===== src/rtl/cpu_mem_pkg.sv =====
// Shared types and default sizing for the MEM-stage data memory arbiter.
// Pure definitions: no logic, no latency, no flow control.
package cpu_mem_pkg;

  typedef enum logic {IDLE, VBURST} arb_state_t;
  typedef enum logic {SCALAR, VECTOR} requester_t;

  localparam int DEF_DATA_W = 32;
  localparam int DEF_ADDR_W = 16;
  localparam int DEF_VLEN   = 4;
  localparam int DEF_BEAT_W = $clog2(DEF_VLEN);

endpackage


===== src/rtl/vec_gather_reg.sv =====
// VLEN x DATA_W gather register: one element written per cycle at cap_idx.
// Write lands on the next rising edge; always accepts, no backpressure.
module vec_gather_reg
  import cpu_mem_pkg::*;
#(
  parameter int DATA_W = DEF_DATA_W,
  parameter int VLEN   = DEF_VLEN,
  localparam int IDX_W = $clog2(VLEN)
) (
  input  logic                          clk,
  input  logic                          rst,
  input  logic                          clr,
  input  logic                          cap_en,
  input  logic [IDX_W-1:0]              cap_idx,
  input  logic [DATA_W-1:0]             cap_dat,
  output logic [VLEN-1:0][DATA_W-1:0]   q
);

  always_ff @(posedge clk or posedge rst) begin
    if (rst) begin
      q <= '0;
    end else if (clr) begin
      q <= '0;
    end else if (cap_en) begin
      q[cap_idx] <= cap_dat;
    end
  end

endmodule


===== src/rtl/data_mem_arbiter.sv =====
// Shares one data RAM port between scalar single-beat and vector VLEN-beat accesses.
// Grants are combinational in IDLE; read data returns one cycle after issue; losers see stall.
module data_mem_arbiter
  import cpu_mem_pkg::*;
#(
  parameter int DATA_W = DEF_DATA_W,
  parameter int ADDR_W = DEF_ADDR_W,
  parameter int VLEN   = DEF_VLEN
) (
  input  logic                     clk,
  input  logic                     rst,
  input  logic                     s_req,
  input  logic                     s_we,
  input  logic [ADDR_W-1:0]        s_addr,
  input  logic [DATA_W-1:0]        s_wdata,
  output logic                     s_gnt,
  output logic                     s_rvalid,
  output logic [DATA_W-1:0]        s_rdata,
  input  logic                     v_req,
  input  logic                     v_we,
  input  logic [ADDR_W-1:0]        v_addr,
  input  logic [VLEN*DATA_W-1:0]   v_wdata,
  output logic                     v_gnt,
  output logic                     v_done,
  output logic [VLEN*DATA_W-1:0]   v_rdata,
  output logic                     mem_en,
  output logic                     mem_we,
  output logic [ADDR_W-1:0]        mem_addr,
  output logic [DATA_W-1:0]        mem_wdata,
  input  logic [DATA_W-1:0]        mem_rdata,
  output logic                     stall
);

  localparam int BW = $clog2(VLEN);
  localparam logic [BW-1:0] LAST_BEAT = BW'(VLEN - 1);

  arb_state_t                  state;
  requester_t                  rr_last;
  logic [BW-1:0]               beat;
  logic                        vq_we;
  logic [ADDR_W-1:0]           vq_addr;
  logic [VLEN-1:0][DATA_W-1:0] vq_wdata;
  logic [VLEN-1:0][DATA_W-1:0] v_wdata_a;
  logic [VLEN-1:0][DATA_W-1:0] gath_q;
  logic [VLEN-1:0][DATA_W-1:0] v_rdata_w;
  logic                        cap_vld;
  logic [BW-1:0]               cap_idx;
  logic                        v_issue;
  logic [BW-1:0]               issue_beat;
  logic                        idle;

  assign v_wdata_a = v_wdata;

  // Gating with ~rst keeps every combinational output at 0 while reset is held.
  assign idle  = ~rst & (state == IDLE);
  assign s_gnt = idle & s_req & (~v_req | (rr_last == VECTOR));
  assign v_gnt = idle & v_req & (~s_req | (rr_last == SCALAR));
  assign stall = ~rst & ((s_req & ~s_gnt) | (v_req & ~v_gnt) | (state == VBURST));
  assign s_rdata = s_rvalid ? mem_rdata : '0;

  always_comb begin
    mem_en     = 1'b0;
    mem_we     = 1'b0;
    mem_addr   = '0;
    mem_wdata  = '0;
    v_issue    = 1'b0;
    issue_beat = '0;
    if (s_gnt) begin
      mem_en    = 1'b1;
      mem_we    = s_we;
      mem_addr  = s_addr;
      mem_wdata = s_wdata;
    end else if (v_gnt) begin
      mem_en    = 1'b1;
      mem_we    = v_we;
      mem_addr  = v_addr;
      mem_wdata = v_wdata_a[0];
      v_issue   = 1'b1;
    end else if (state == VBURST) begin
      mem_en     = 1'b1;
      mem_we     = vq_we;
      mem_addr   = vq_addr + ADDR_W'(beat);
      mem_wdata  = vq_wdata[beat];
      v_issue    = 1'b1;
      issue_beat = beat;
    end
  end

  always_ff @(posedge clk or posedge rst) begin
    if (rst) begin
      state    <= IDLE;
      rr_last  <= VECTOR;
      beat     <= '0;
      vq_we    <= 1'b0;
      vq_addr  <= '0;
      vq_wdata <= '0;
      s_rvalid <= 1'b0;
      v_done   <= 1'b0;
      cap_vld  <= 1'b0;
      cap_idx  <= '0;
    end else begin
      s_rvalid <= s_gnt & ~s_we;
      cap_vld  <= v_issue & ~mem_we;
      cap_idx  <= issue_beat;
      v_done   <= (state == VBURST) && (beat == LAST_BEAT);
      case (state)
        IDLE: begin
          if (s_gnt) begin
            rr_last <= SCALAR;
          end else if (v_gnt) begin
            rr_last  <= VECTOR;
            vq_we    <= v_we;
            vq_addr  <= v_addr;
            vq_wdata <= v_wdata_a;
            beat     <= BW'(1);
            state    <= VBURST;
          end
        end
        VBURST: begin
          if (beat == LAST_BEAT) begin
            beat  <= '0;
            state <= IDLE;
          end else begin
            beat <= beat + BW'(1);
          end
        end
        default: state <= IDLE;
      endcase
    end
  end

  vec_gather_reg #(
    .DATA_W (DATA_W),
    .VLEN   (VLEN)
  ) u_gather (
    .clk     (clk),
    .rst     (rst),
    .clr     (1'b0),
    .cap_en  (cap_vld),
    .cap_idx (cap_idx),
    .cap_dat (mem_rdata),
    .q       (gath_q)
  );

  // Forward the element returning this cycle so v_rdata is complete alongside v_done.
  always_comb begin
    v_rdata_w = gath_q;
    if (cap_vld) v_rdata_w[cap_idx] = mem_rdata;
  end

  assign v_rdata = v_rdata_w;

endmodule


===== config.mk =====
export PLATFORM = sky130hd
export DESIGN_NAME = data_mem_arbiter
export DESIGN_NICKNAME = d
export VERILOG_FILES = /design/src/rtl/cpu_mem_pkg.sv /design/src/rtl/vec_gather_reg.sv /design/src/rtl/data_mem_arbiter.sv
export SDC_FILE = /design/constraint.sdc
export NUM_CORES = 1
export LEC_CHECK = 0
export BUFFER_PORTS_ARGS = -buffer_cell sky130_fd_sc_hd__buf_2
export CAP_MARGIN = 20
export CORE_MARGIN = 3
export CORE_UTILIZATION = 45
export DETAILED_ROUTE_END_ITERATION = 12
export HOLD_SLACK_MARGIN = 0.02
export MAX_ROUTING_LAYER = met4
export PLACE_DENSITY = 0.76
export SYNTH_ARGS = -nofsm -noshare
export SYNTH_HDL_FRONTEND = slang
export SYNTH_SLANG_ARGS = --single-unit

===== constraint.sdc =====
create_clock -name clk -period 8.1 [get_ports clk]
set_input_delay 0.405 -clock clk [delete_from_list [all_inputs] [get_ports clk]]
set_output_delay 0.405 -clock clk [all_outputs]
set_load 0.02 [all_outputs]

==> results.toml <==
[global_routing]
grt_start_max_net_pins = 175
antenna_found_initial = 6
grt_pass1_wl_mm = 56.30
groute.usage.overall = 0.2383
first_global_vias = 10370
grt.overflow.total = 0

[worst_setup_path]
required_ns = 7.70
r2r_start = "state"
path_delay_family = "buffers and inverters"
cp_cell_sequence = "buf_12, nor2_1, nand3_4, inv_6, buf_4, a222oi_1, inv_1, buf_2"
critPathMaxStageDelay_ns = 0.73
cp_num_buf_inv = 5
crit_slowest_cell = "inv_6"
crit_type = "reg2out"
crit_fanout = 107
crit_start = "state"
start_kind = "flip-flop"
cp.arrival_ns = 4.11
critPathCaptureType = "primary output"

[synth]
dominantRegCellSynth = "dfrtp_1"
synth_edf_count = 0
syn_inst = 1145
synth-seq-cells = 282
synthesis.area_mm2 = 0.01254
async_reset_ff_frac = 1.000
yosys_warnings = 0
syn_area_per_cell_um2 = 10.95
synthDistinctLibCells = 43
syn-num-nets = 1379
synth-seq-area-share = 0.5629

[placed_design]
place.gp.congestion = 0.9000
hpwl_mm = 25.05
io_buffers = 444

[cells_and_area]
ff_latch_area_mm2 = 0.007062
multiInputGateArea_mm2 = 0.005009
final_common_cell = "buf_2"
syn_to_final_growth_pct = 30.41
fin_util = 0.6018
drive_gt1_frac = 0.4263
fillers = 2207
fin_nets = 1812
mostFrequentLayoutCells = "444 x buf_2, 439 x nand2_1, 278 x dfrtp_1"

[sta]
min_period_ns = 4.515
finalSetupViolCount = 0
drv_slew = 0
max_slew_margin = 0.3047
setup_tns_ns = 0
min_period_over_period = 0.5574
finalClockSkew_ns = 0.01420
fmax_mhz = 221.5
grt_setup_unrepaired = "no"
tightest_slew_ns = 1.043
hold_viol_final = 0

[floorplanning]
die_h_um = 172.9
die_w_um = 172.9
pin_count = 445
die_area_mm2 = 0.02990
initial_utilization = 0.4614
placementRows = 60
core_mm2 = 0.02718

[clocking]
holdBufCountCts = 16
post_cts_buffers = 0
cts_inserted_buffers = 30
htreeDepth = 1
cts_resized = 0
cts_root_buffer = "clkbuf_16"
clk_latency_ns = 0.55
cts.sinks = 282
cts_tree = "built"
clockBufferDepth = 3
clkSlewWorstSetupHoldPaths_ns = 0.06

[power]
p_leak_nw = 8.625
powerDensity_mw_per_mm2 = 443.5
vdd.ir_drop.worst_mv = 0.2130

[route]
dr.first_iter.drc_count = 742
wl_mm = 35.67
avgViaCountPerCell = 5.185
wire_per_inst_um = 18.02
via_count = 10260
dr.pass1.iters = 8
antenna_left = 0
route.detailed.drc = 0

[status]
status = "complete, no violations"

[min_path]
hold_path_class = "in2reg"
hp-start = "v_wdata[69]"

[run]
maxCapViolations = 0
## per-layer routing
metal	GRT usage	vias to the layer above	wire length (um)
met4	0.06520	0	888
met2	0.4042	478	17850
met5	-	-	0
met1	0.2966	5011	14120
li1	-	4713	-
met3	0.04238	59	2803
## sequential cells by signal (all words and copies together), names as in the netlist
register    cells
u_gather.q    128
vq_wdata      128
vq_addr        16
beat            2
cap_idx         2
cap_vld         1
rr_last         1
s_rvalid        1
state           1
v_done          1
vq_we           1
## path summary, 6_finish.rpt
kind / cells past startpoint / endpoint / slack (ns)
min in group asynchronous: 3 / vq_addr[12] / 0.57
max in group asynchronous: 6 / u_gather.q[49] / 5.73
hold / removal: 3 / vq_wdata[69] / 0.06
hold reg to reg: 2 / vq_wdata[67] / 0.47
setup / recovery: 8 / mem_wdata[16] / 3.59
setup reg to reg: 7 / vq_wdata[126] / 4.73
## layout make-up
| type | count | share of cell area |
|---|---|---|
| clock buffers | 41 | 0.05463 |
| inverters | 44 | 0.01064 |
| clock inverters | 13 | 0.01362 |
| flip-flops and latches | 282 | 0.4318 |
| well taps | 372 | 0.02846 |
| diodes | 7 | 0.001071 |
| multi-input cells | 749 | 0.3063 |
| repair buffers | 471 | 0.1535 |
## where the power goes
| part | total (mW) | switching, mW | internal (mW) |
|---|---|---|---|
| Clock | 1.51 | 0.550 | 0.957 |
| Sequential | 2.48 | 0.358 | 2.12 |
| Combinational | 3.27 | 1.93 | 1.33 |
## logic make-up after synthesis
kind of cell               after synthesis  synth area share
muxes                                  160            0.1724
DFF                                    282            0.5629
adders and majority gates                4          0.004590
xor gates and xnor gates                14          0.009779
and+or+nand+nor                        504            0.1640
AOI/OAI and AO/OA                       67           0.04610
buffers and inverters                  114           0.04021
## synth_stat cells, types with 2 or more instances
cell,instances,share of area
nand2_1,439,0.13
dfrtp_1,281,0.56
mux2_2,128,0.11
inv_1,43,0.013
a222oi_1,39,0.031
and2_1,38,0.019
buf_2,37,0.015
mux4_2,32,0.057
clkbuf_1,28,0.0084
nor2_1,7,0.0021
xnor2_1,7,0.0049
xor2_1,7,0.0049
o21ai_0,6,0.0024
a22oi_1,5,0.0030
nand3_1,5,0.0020
a21oi_1,4,0.0016
buf_6,4,0.0036
a21o_1,3,0.0018
a221o_1,3,0.0024
ha_1,3,0.0030
nand3b_1,2,0.0012
nand4_1,2,0.0010
o21ai_1,2,0.00080
## metrics by stage
stage                     area, um2  hold WS, ns  worst slack (ns)  instances  total power, mW
after floorplan               12540       0.4403             2.535       1145            4.696
after global placement        15010       0.4522             4.021       1900            5.647
after detailed placement      15010       0.4574             3.898       1900            5.743
after CTS                     16290      0.02113             3.319       1970            7.294
after global routing          16350      0.04056             3.301       1978            7.694
final                         16350      0.05587             3.585       1979            7.253
## worst min-delay path: cells and delay by family
family | cells | cell delay, ns
buffers and inverters | 1 | 0.07
and+or+nand+nor | 2 | 0.08
Note: power is estimated with default switching activity, not from simulation.
